`src/rtl/decoder_pkg.sv`:
```
// Shared definitions for the registered one-hot decoder with scan sequencer:
// mode encodings and the one-hot helper used by the top level.
package decoder_pkg;

    typedef enum logic [1:0] {
        MODE_DIRECT    = 2'b00,
        MODE_SCAN_UP   = 2'b01,
        MODE_SCAN_DOWN = 2'b10,
        MODE_HOLD      = 2'b11
    } mode_e;

    localparam int unsigned MAX_SEL_W = 6;

    // Callers size the 64-bit result down to their own output width.
    function automatic logic [63:0] onehot(input logic [MAX_SEL_W-1:0] idx);
        return 64'(1) << idx;
    endfunction

endpackage

```
`src/rtl/tick_gen.sv`:
```
// Scan prescaler: counts pcnt up while running and flags a tick when it
// reaches div; a clear restarts the count from zero.
module tick_gen #(
    parameter int unsigned DIV_W = 4
) (
    input  logic             clk,
    input  logic             rst,
    input  logic             run,
    input  logic             clr,
    input  logic [DIV_W-1:0] div,
    output logic             tick
);

    logic [DIV_W-1:0] pcnt_q;
    logic [DIV_W-1:0] pcnt_d;

    // Clear wins over counting; when div drops below pcnt the count wraps naturally.
    always_comb begin
        pcnt_d = pcnt_q;
        tick   = run && (pcnt_q == div);
        if (clr) begin
            pcnt_d = '0;
        end else if (run) begin
            pcnt_d = tick ? '0 : pcnt_q + DIV_W'(1);
        end
    end

    always_ff @(posedge clk or posedge rst) begin
        if (rst) begin
            pcnt_q <= '0;
        end else begin
            pcnt_q <= pcnt_d;
        end
    end

endmodule

```
`src/rtl/decoder_scan.sv`:
```
// Registered binary-to-one-hot decoder with an autonomous up/down scan
// sequencer; owns the index, last-mode register, one-hot output and wrap pulse.
module decoder_scan
    import decoder_pkg::*;
#(
    parameter int unsigned SEL_W = 2,
    parameter int unsigned DIV_W = 4,
    localparam int unsigned N    = 1 << SEL_W
) (
    input  logic             clk,
    input  logic             rst,
    input  logic             en,
    input  logic [1:0]       mode,
    input  logic [SEL_W-1:0] sel,
    input  logic             load,
    input  logic [DIV_W-1:0] div,
    output logic [N-1:0]     o,
    output logic [SEL_W-1:0] idx,
    output logic             wrap
);

    localparam logic [SEL_W-1:0] IDX_MAX = SEL_W'(N - 1);

    mode_e            mode_in;
    mode_e            mode_q, mode_d;
    logic [SEL_W-1:0] idx_q, idx_d;
    logic [N-1:0]     o_q, o_d;
    logic             wrap_q, wrap_d;
    logic             mode_change;
    logic             scan_mode;
    logic             tick;
    logic             clr;
    logic             run;

    assign mode_in     = mode_e'(mode);
    assign mode_change = (mode_in != mode_q);
    assign scan_mode   = (mode_in == MODE_SCAN_UP) || (mode_in == MODE_SCAN_DOWN);
    assign clr         = en && (load || mode_change);
    assign run         = en && scan_mode;

    tick_gen #(
        .DIV_W (DIV_W)
    ) u_tick_gen (
        .clk  (clk),
        .rst  (rst),
        .run  (run),
        .clr  (clr),
        .div  (div),
        .tick (tick)
    );

    // Priority: load, then mode change (index holds), then a scan step on tick.
    always_comb begin
        idx_d  = idx_q;
        mode_d = mode_q;
        wrap_d = 1'b0;
        o_d    = '0;
        if (en) begin
            mode_d = mode_in;
            if (load) begin
                idx_d = sel;
            end else if (!mode_change && tick) begin
                if (mode_in == MODE_SCAN_UP) begin
                    idx_d  = idx_q + SEL_W'(1);
                    wrap_d = (idx_q == IDX_MAX);
                end else if (mode_in == MODE_SCAN_DOWN) begin
                    idx_d  = idx_q - SEL_W'(1);
                    wrap_d = (idx_q == '0);
                end
            end
            o_d = N'(onehot(MAX_SEL_W'(idx_d)));
        end
    end

    always_ff @(posedge clk or posedge rst) begin
        if (rst) begin
            idx_q  <= '0;
            mode_q <= MODE_DIRECT;
            o_q    <= '0;
            wrap_q <= 1'b0;
        end else begin
            idx_q  <= idx_d;
            mode_q <= mode_d;
            o_q    <= o_d;
            wrap_q <= wrap_d;
        end
    end

    assign o    = o_q;
    assign idx  = idx_q;
    assign wrap = wrap_q;

endmodule

```
`config.mk`:
```
export PLATFORM = sky130hd
export DESIGN_NAME = decoder_scan
export DESIGN_NICKNAME = d
export VERILOG_FILES = /design/src/rtl/decoder_pkg.sv /design/src/rtl/tick_gen.sv /design/src/rtl/decoder_scan.sv
export SDC_FILE = /design/constraint.sdc
export NUM_CORES = 1
export LEC_CHECK = 0
export ABC_AREA = 1
export CELL_PAD_IN_SITES_DETAIL_PLACEMENT = 1
export CELL_PAD_IN_SITES_GLOBAL_PLACEMENT = 1
export CORE_ASPECT_RATIO = 1.1
export CORE_MARGIN = 3
export CORE_UTILIZATION = 30
export DETAILED_ROUTE_END_ITERATION = 6
export GPL_ROUTABILITY_DRIVEN = 1
export HOLD_SLACK_MARGIN = 0.15
export MAX_ROUTING_LAYER = met4
export PLACE_DENSITY_LB_ADDON = 0.1
export SLEW_MARGIN = 10
export SYNTH_ARGS = -nofsm -noshare
export SYNTH_HDL_FRONTEND = slang
export SYNTH_HIERARCHICAL = 1
export SYNTH_SLANG_ARGS = --single-unit
```
`constraint.sdc`:
```
create_clock -name clk -period 1.65 [get_ports clk]
set_input_delay 0.165 -clock clk [delete_from_list [all_inputs] [get_ports clk]]
set_output_delay 0.165 -clock clk [all_outputs]
set_load 0.02 [all_outputs]
```
==> Flow_metrics.wiki, run 1 <==
{| class="wikitable"
! Metric !! Value
|-
| Post-synthesis instance area || 957 um^2
|-
| Total wire length after detailed routing || 2580 um
|-
| Number of buffers added for setup after CTS || 0
|-
| FF-to-FF path depth || 12
|-
| Placed wire-length estimate || 2210 um
|-
| Mapped Nets || 154
|-
| Setup Crit Path Kind || flop to output port
|-
| Pre-antenna DRT Iters || 4
|-
| Pleak || 0.000729 uW
|-
| Critical path data required time || 1.48 ns
|-
| Clock latency on the worst-skew pair || 0.28 ns
|-
| Max-cap viol count || 0
|-
| Share of synthesized cell area in full adder, half adder and majority cells || 7.84%
|-
| Die X || 59.9 um
|-
| Post-synthesis xor/xnor area fraction || 2.75%
|-
| Core region area || 0.00290 mm^2
|-
| Data arrival time of the worst path || 1.40 ns
|-
| Aggregate negative setup slack || 0 ns
|-
| Clock tree from TritonCTS || built
|-
| Number of setup violations in the final report || 0
|-
| Final instance count without filler cells || 207
|-
| Buffers on Ports || 18
|-
| Peak ir drop on the vdd network || 0.000413 V
|-
| I/O Pins || 19
|-
| Cell type with the largest total area after synthesis || dfrtp_1
|-
| Largest family of logic cells by synthesized area || simple AND/OR/NAND/NOR gates
|-
| Clock Sink Count || 13
|-
| Number of max-slew violations in the final report || 0
|-
| Post-route total power || 957 uW
|-
| Worst Max-Slew Pin Slew || 0.370 ns
|-
| Number of buffers inserted during clock tree synthesis || 3
|-
| Worst reg2reg setup slack || 0.20 ns
|-
| RR Startpoint || u_tick_gen/pcnt_q[1]
|-
| Row count || 20
|-
| Maximum number of pins on one net before global-route repair || 10
|-
| Synth cell types || 19
|-
| Max Clock Freq || 637 MHz
|-
| Area of the die || 0.00390 mm^2
|-
| Power density normalized to cell area || 704 mW/mm^2
|-
| Endpoint type of the worst setup path || output port
|-
| Pre-CTS WS || -0.470 ns
|-
| Antenna diodes || 0
|-
| Avg Synthesized Cell Area || 7.04 um^2
|-
| Average wire per standard cell || 12.5 um
|-
| Share of the synthesized area in the top cell type || 34.0%
|-
| Number of H-tree levels || 1
|-
| Final nets || 193
|-
| Via count of the first global-routing pass || 1047
|-
| Number of vias per cell after detailed routing || 4.78
|-
| Total global routing track utilization || 15.4%
|-
| Setup repair after global routing missed its margin || no
|-
| Effective utilization at floorplan || 33.0%
|-
| Number of DRC markers after the initial detailed-route iteration || 24
|-
| Max clock buf depth || 2
|-
| Final hold violations || 0
|-
| Least setup slack across all paths after layout || 0.0813 ns
|-
| Maximum fanout along the worst path || 5
|-
| Top cells by area, synth || dfrtp_1 34%, nand2_1 19%, ha_1 7.8%
|-
| Share of synthesized area spent on multiplexers || 0%
|-
| Number of warnings issued by yosys || 6
|-
| Headroom to the max-slew limit || 75.3%
|-
| Result of the run || finished clean
|-
| Die height || 65.2 um
|-
| Type of the worst min-delay path || input port to flop
|-
| Clock transition time at the flip-flop clock pins of the worst setup and hold paths || 0.09 ns
|-
| Basic-gate share of the synthesized area counting and, or, nand and nor cells || 42.4%
|-
| Global-route wire length before repair || 4470 um
|-
| Synth-to-Final Area Change || 42.0%
|-
| CP Launch Point || idx[0]
|-
| Capturing element of the worst setup path || idx[0]
|-
| Final worst clock skew || 0.00953 ns
|-
| Placed Cells incl. Taps || 202
|-
| Launching element type of the critical path || flop
|-
| Overflow left after global routing || 0
|-
| Seq/Total Area, Yosys || 34.0%
|-
| RR Endpoint || o[2]
|-
| Gate count of the mapped netlist || 136
|-
| Share of layout cells above drive strength 1 || 25.3%
|-
| Compound-Gate Fraction of Synth Area || 3.40%
|-
| Gp weighted congestion || 0.775
|-
| Clock root buffer || clkbuf_4
|-
| Drt drc || 0
|-
| Post-DRT Antenna Nets || 0
|-
| Total via count after detailed routing || 990
|-
| Initial antenna violation count || 0
|-
| Final period demand of the worst path || 1.57 ns
|-
| Flip-flop and latch count after synthesis || 13
|-
| Portion of the clock cycle consumed by the worst path in the final layout || 95.1%
|}
[repair_timing]
| action | in CTS | in global routing |
|---|---|---|
| hold buffers | 1 | 0 |
| hold endpoints to repair | 4 | 0 |
| resized for setup | 5 | 7 |
| endpoints found under the setup margin | 7 | 7 |
| pin swaps | 2 | 2 |
[cells in the final DEF (no fill, tap or decap), drive strengths merged, types with 2 or more instances in the layout]
cell type	count
buf	16
o21ai	3
nand2	52
clkdlybuf4s50	16
inv	21
ha	6
xnor2	3
a21oi	2
nand3	18
dfrtp	13
or2	2
nor2	12
clkbuf	4
[worst max-delay path, stage by stage (launching register included)]
cell	delay, ns
dfrtp_1	0.37
buf_4	0.15
clkdlybuf4s50_1	0.60
[sequential cells by signal (all words and copies together), names as in the netlist]
name	flops
o	4
wrap	1
u_tick_gen/pcnt_q	4
idx	2
mode_q	2
[how the worst min path moves through the flow]
stage | endpoint | slack (ns) | start | cells past startpoint
floorplan | u_tick_gen/pcnt_q[0] | -0.07 | rst | 1
global placement | u_tick_gen/pcnt_q[2] | 0.38 | rst | 2
detailed placement | u_tick_gen/pcnt_q[2] | 0.39 | rst | 2
CTS | mode_q[0] | 0.39 | mode[0] | 4
global route | mode_q[1] | 0.34 | mode[1] | 4
finish | mode_q[1] | 0.30 | mode[1] | 4
[synth_stat cells (all sizes together)]
cell and instances:
nand2 52, inv 21, nand3 18, dfrtp 13, nor2 12, ha 6, o21ai 3, xnor2 3
a21oi 2, or2 2, clkbuf 1, nor3 1, nor3b 1, o211ai 1
[cells by family after synthesis]
family / after synthesis
simple gates: 86
buf+inv: 22
flops: 13
compound gates: 6
fa+ha+maj: 6
xor+xnor: 3
[routing by layer]
layer  global-route usage (%)  wire length [um]  part of all wire [%]
met5                        -                 0                     0
met4                     2.49                 0                     0
met2                     28.0              1390                    54
met3                     4.32                97                   3.8
met1                     16.6              1100                    42
[stage by stage]
step	utilization, %	hold WS (ns)	instance area [um^2]
floorplan	-	-0.0689	957
global placement	44.3	0.385	1280
detailed placement	44.3	0.391	1280
CTS	45.8	0.389	1330
global route	46.8	0.343	1360
finish	46.8	0.303	1360
[area by class of cell]
cell class,count,area [um^2]
Fill cell,371,1540
Multi-Input combinational cell,101,572
Inverter,21,78.8
Sequential cell,13,325
Tap cell,33,41.3
Clock buffer,4,26.3
Timing Repair Buffer,35,315
[power by group]
part / switching, uW / internal [uW]
clock network: 110 / 93.9
registers: 36.4 / 353
logic: 201 / 162
Note: power is estimated with default switching activity, not from simulation.
==> run 2: changes to the inputs <==
CORE_MARGIN = 1.5   (was 3)
==> Flow_metrics.wiki, run 2 (synthesized netlist as in run 1, its figures left out) <==
{| class="wikitable"
! Metric !! Value
|-
| Result of the run || finished clean
|-
| Worst reg2reg setup slack || 0.20 ns
|-
| Maximum fanout along the worst path || 5
|-
| Average wire per standard cell || 12.2 um
|-
| Max Clock Freq || 628 MHz
|-
| Number of max-slew violations in the final report || 0
|-
| I/O Pins || 19
|-
| Clock root buffer || clkbuf_4
|-
| Clock tree from TritonCTS || built
|-
| Power density normalized to cell area || 708 mW/mm^2
|-
| Critical path data required time || 1.48 ns
|-
| Launching element type of the critical path || flop
|-
| CP Launch Point || idx[0]
|-
| Proportion of power drawn by flip-flops and latches || 40.5%
|-
| Data arrival time of the worst path || 1.43 ns
|-
| Pre-antenna DRT Iters || 4
|-
| Power dissipated by switching net loads || 348 uW
|-
| Number of DRC markers after the initial detailed-route iteration || 28
|-
| Final worst clock skew || 0.00205 ns
|-
| Gp weighted congestion || 0.736
|-
| Die height || 62.2 um
|-
| Number of setup violations in the final report || 0
|-
| Final-layout worst hold slack || 0.289 ns
|-
| Endpoint type of the worst setup path || output port
|-
| Area of the die || 0.00354 mm^2
|-
| Finished Core Util || 44.4%
|-
| Number of H-tree levels || 1
|-
| Final hold violations || 0
|-
| Headroom to the max-slew limit || 74.9%
|-
| Max-cap viol count || 0
|-
| Clock power frac || 21.9%
|-
| Row count || 21
|-
| Worst Max-Slew Pin Slew || 0.377 ns
|-
| RR Endpoint || o[1]
|-
| Fill count || 390
|-
| Number of buffers inserted during clock tree synthesis || 3
|-
| Commonest cells after routing, fill and taps aside || 47 x nand2_1, 17 x inv_1, 17 x buf_4, 16 x clkdlybuf4s50_1, 13 x dfrtp_1
|-
| Clock Sink Count || 13
|-
| Int Pwr || 609 uW
|-
| Drt drc || 0
|-
| Antenna diodes || 0
|-
| Total global routing track utilization || 16.7%
|-
| Effective utilization at floorplan || 31.4%
|-
| Clock transition time at the flip-flop clock pins of the worst setup and hold paths || 0.09 ns
|-
| Final design area excluding fillers || 0.00135 mm^2
|-
| Pre-CTS WS || -0.450 ns
|-
| Synth-to-Final Area Change || 41.4%
|-
| FF-to-FF path depth || 11
|-
| Peak ir drop on the vdd network || 0.000517 V
|-
| Aggregate negative setup slack || 0 ns
|-
| Clock latency on the worst-skew pair || 0.28 ns
|-
| Capturing element of the worst setup path || idx[0]
|-
| Die X || 56.9 um
|-
| Post-DRT Antenna Nets || 0
|-
| Final period demand of the worst path || 1.59 ns
|-
| Core region area || 0.00305 mm^2
|-
| Max clock buf depth || 2
|-
| Switching Fraction || 36.4%
|-
| Type of the worst min-delay path || input port to flop
|-
| Total wire length after detailed routing || 2550 um
|-
| Total via count after detailed routing || 980
|-
| Final nets || 194
|-
| Least setup slack across all paths after layout || 0.0572 ns
|-
| Via count of the first global-routing pass || 1065
|-
| Share of layout cells above drive strength 1 || 24.6%
|-
| Overflow left after global routing || 0
|-
| Pleak || 0.000731 uW
|-
| Most common library cell in the layout ignoring fill and taps || nand2_1
|-
| Portion of the clock cycle consumed by the worst path in the final layout || 96.5%
|-
| Cell area after placement || 0.00129 mm^2
|-
| Setup Crit Path Kind || flop to output port
|-
| Maximum number of pins on one net before global-route repair || 10
|-
| Initial antenna violation count || 0
|-
| RR Startpoint || u_tick_gen/pcnt_q[1]
|-
| Placed wire-length estimate || 2150 um
|-
| Number of vias per cell after detailed routing || 4.69
|-
| Combinational cell fraction of total power || 37.6%
|-
| Global-route wire length before repair || 4570 um
|-
| Buffers on Ports || 18
|}
[run 2: cell count changes in the layout (fill, tap and decap cells not counted)]
cell	before	now
nand3_1	9	11
buf_4	15	17
nand2_1	46	47
nand2_2	6	5
buf_6	1	0
nand3_2	8	6
nor2_1	8	7
nor2_2	3	4
[run 2: worst min-delay path by stage]
stage               startpoint                   end  cells after the start
floorplan                  rst  u_tick_gen/pcnt_q[0]                      1
global placement           rst  u_tick_gen/pcnt_q[2]                      2
detailed placement         rst  u_tick_gen/pcnt_q[2]                      2
CTS                    mode[0]             mode_q[0]                      4
global route           mode[1]             mode_q[1]                      4
finish                 mode[1]             mode_q[1]                      4
[run 2: through the flow]
step	std cells	power (uW)
2_1_floorplan	136	593
3_3_place_gp	203	735
3_5_place_dp	203	749
4_1_cts	209	977
5_1_grt	209	1040
6_report	209	958
[run 2: worst max-delay path, stage by stage (launching register included)]
cell	delay (ns)
dfrtp_1	0.38
buf_4	0.16
clkdlybuf4s50_1	0.61
[run 2: repair_timing]
| action | CTS | global route |
|---|---|---|
| hold buffers | 1 | 0 |
| endpoints found under the hold margin | 4 | 0 |
| endpoints found under the setup margin | 7 | 6 |
| gates resized for setup | 6 | 3 |
| buffers inserted | 1 | 0 |
| pin swaps | 3 | 3 |
[run 2: power groups by stage]
| stage | Clock [uW] | Sequential [uW] | Combinational (uW) |
|---|---|---|---|
| floorplan | 0 | 407 | 185 |
| global placement | 0 | 395 | 340 |
| detailed placement | 0 | 396 | 352 |
| CTS | 223 | 390 | 364 |
| global route | 233 | 395 | 410 |
| finish | 210 | 388 | 360 |
[run 2: metal layers]
| layer | vias up | global-route usage, % | routed length [um] |
|---|---|---|---|
| met5 | - | - | 0 |
| met4 | 0 | 3.49 | 14 |
| met3 | 2 | 3.33 | 80 |
| met2 | 16 | 30.8 | 1370 |
| li1 | 495 | - | - |
| met1 | 467 | 18.3 | 1080 |
[run 2: cell type report]
class / count / area [um^2] / share of cell area (%)
clock buffer: 4 / 26.3 / 1.94
sequential: 13 / 325 / 24.0
inverter: 21 / 78.8 / 5.82
multi-input combinational: 101 / 562 / 41.5
tap: 34 / 42.5 / 3.14
timing repair buffer: 36 / 319 / 23.6
==> run 3: changes to the inputs <==
CELL_PAD_IN_SITES_DETAIL_PLACEMENT = default   (was 1)
CELL_PAD_IN_SITES_GLOBAL_PLACEMENT = default   (was 1)
CORE_MARGIN = default   (was 1.5)
PLACE_DENSITY_LB_ADDON = default   (was 0.1)
==> Flow_metrics.wiki, run 3 (synthesized netlist as in run 1, its figures left out) <==
{| class="wikitable"
! Metric !! Value
|-
| Result of the run || finished clean
|-
| I/O Pins || 19
|-
| Power dissipated by switching net loads || 338 uW
|-
| Int Pwr || 610 uW
|-
| Cell area after placement || 0.00129 mm^2
|-
| Endpoint type of the worst setup path || output port
|-
| Gp weighted congestion || 0.852
|-
| Wire length on met3 || 32 um
|-
| Most common library cell in the layout ignoring fill and taps || nand2_1
|-
| Metal2 WL || 1150 um
|-
| Total via count after detailed routing || 948
|-
| Overflow left after global routing || 0
|-
| Crit path buf inv count || 2
|-
| Placed wire-length estimate || 1770 um
|-
| Worst reg2reg setup slack || 0.23 ns
|-
| Clock latency on the worst-skew pair || 0.28 ns
|-
| Average wire per standard cell || 10.4 um
|-
| DR top layer || met4
|-
| RR Startpoint || idx[1]
|-
| Pre-antenna DRT Iters || 4
|-
| Placed Cells incl. Taps || 203
|-
| Total global routing track utilization || 15.0%
|-
| Clock root buffer || clkbuf_4
|-
| Synth-to-Final Area Change || 43.4%
|-
| Final-layout worst hold slack || 0.330 ns
|-
| Global-route wire length before repair || 3890 um
|-
| Final period demand of the worst path || 1.54 ns
|-
| Drt drc || 0
|-
| Final worst clock skew || 0.00478 ns
|-
| Maximum number of pins on one net before global-route repair || 10
|-
| Commonest cells after routing, fill and taps aside || 46 x nand2_1, 18 x buf_4, 17 x inv_1, 16 x clkdlybuf4s50_1, 13 x dfrtp_1
|-
| Die height || 61.2 um
|-
| Power density normalized to cell area || 691 mW/mm^2
|-
| Cell family contributing the most delay on the critical path || buffers and inverters
|-
| Via count of the first global-routing pass || 944
|-
| Maximum fanout along the worst path || 5
|-
| Data arrival time of the worst path || 1.37 ns
|-
| Post-DRT Antenna Nets || 0
|-
| Peak ir drop on the vdd network || 0.000470 V
|-
| Portion of the clock cycle consumed by the worst path in the final layout || 93.0%
|-
| Number of vias per cell after detailed routing || 4.51
|-
| Number of max-slew violations in the final report || 0
|-
| Aggregate negative setup slack || 0 ns
|-
| FF-to-FF path depth || 9
|-
| Setup repair after global routing missed its margin || no
|-
| Final nets || 195
|-
| Buffers on Ports || 18
|-
| Max Clock Freq || 651 MHz
|-
| Max-cap viol count || 0
|-
| Cell with the largest stage delay on the worst path || clkdlybuf4s50_1
|-
| Type of the worst min-delay path || input port to flop
|-
| Core region area || 0.00305 mm^2
|-
| Number of buffers inserted during clock tree synthesis || 3
|-
| Cell depth of the worst hold path || 4
|-
| Finished Core Util || 45.0%
|-
| Area of combinational cells with multiple inputs || 572 um^2
|-
| Clock tree from TritonCTS || built
|-
| Storage element area || 325 um^2
|-
| Area of the die || 0.00342 mm^2
|-
| Switching Fraction || 35.6%
|-
| Combinational cell fraction of total power || 38.1%
|-
| Share of layout cells above drive strength 1 || 27.3%
|-
| Row count || 21
|-
| Hold path start || mode[1]
|-
| RR Endpoint || o[2]
|-
| Worst Max-Slew Pin Slew || 0.379 ns
|-
| Cell chain of the critical path || buf_4 -> clkdlybuf4s50_1
|-
| Number of setup violations in the final report || 0
|-
| Antenna diodes || 0
|-
| Clock Sink Count || 13
|-
| Clock power frac || 21.3%
|-
| Final design area excluding fillers || 0.00137 mm^2
|-
| Number of DRC markers after the initial detailed-route iteration || 29
|-
| Effective utilization at floorplan || 31.4%
|-
| Number of H-tree levels || 1
|-
| Final instance count without filler cells || 210
|-
| Critical path data required time || 1.48 ns
|-
| Setup Crit Path Kind || flop to output port
|-
| Pleak || 0.000738 uW
|-
| Total wire length after detailed routing || 2180 um
|-
| Max clock buf depth || 2
|-
| Die X || 55.9 um
|-
| Total routed wire length on the met1 layer || 980 um
|-
| Largest stage delay, worst path || 0.60 ns
|-
| Final hold violations || 0
|-
| Launching element type of the critical path || flop
|-
| Initial antenna violation count || 0
|-
| Fill count || 307
|-
| Clock transition time at the flip-flop clock pins of the worst setup and hold paths || 0.08 ns
|-
| Hold Path End || mode_q[1]
|-
| Proportion of power drawn by flip-flops and latches || 40.6%
|-
| Headroom to the max-slew limit || 74.7%
|}
## run 3: cell count changes in the layout (fill, tap and decap cells not counted), sizes merged
cell / change
buf: +1
clkbuf: -1
clkinv: +1
## run 3: how the worst max path moves through the flow
stage	startpoint	endpoint	slack (ns)	cells past startpoint
final	idx[0]	idx[0]	0.11	2
after global routing	idx[1]	idx[1]	0.03	2
after CTS	mode[1]	o[3]	0.04	12
after detailed placement	mode[0]	o[0]	-0.46	14
after global placement	mode[0]	idx[1]	-0.38	13
after floorplan	mode[0]	o[0]	0.04	13
## run 3: power groups by stage
stage          sequential [uW]  clock, uW  combinational, uW
2_1_floorplan              407          0                185
3_3_place_gp               391          0                334
3_5_place_dp               391          0                344
4_1_cts                    384        214                351
5_1_grt                    392        228                413
6_report                   385        202                361
## run 3: metal layers
| layer | GRT usage [%] | vias to the layer above |
|---|---|---|
| met1 | 16.8 | 439 |
| met5 | - | - |
| met3 | 2.10 | 4 |
| met4 | 6.62 | 0 |
| li1 | - | 499 |
| met2 | 27.2 | 6 |
## run 3: timing repair
action,CTS,global route
setup endpoints to repair,7,6
endpoints found under the hold margin,4,0
buffers inserted,1,1
gates resized for setup,4,7
pin swaps,3,2
hold buffers,1,0
## run 3: area by class of cell
cell class | instances | area share, %
timing repair buffer | 37 | 23.8
inverter | 21 | 5.74
clock inverter | 1 | 0.365
multi-input combinational | 101 | 41.7
clock buffer | 3 | 1.64
tap | 34 | 3.10
sequential | 13 | 23.7
## run 3: worst min-delay path: stages
cell	delay, ns
dlymetal6s2s_1	0.14
buf_4	0.16
nand2_1	0.04
o21ai_0	0.06
## run 3: through the flow
step / power [uW] / worst slack [ns]
after floorplan: 593 / 0.0383
after global placement: 725 / -0.378
after detailed placement: 734 / -0.465
after CTS: 949 / 0.0358
after global routing: 1030 / 0.0267
final: 948 / 0.115
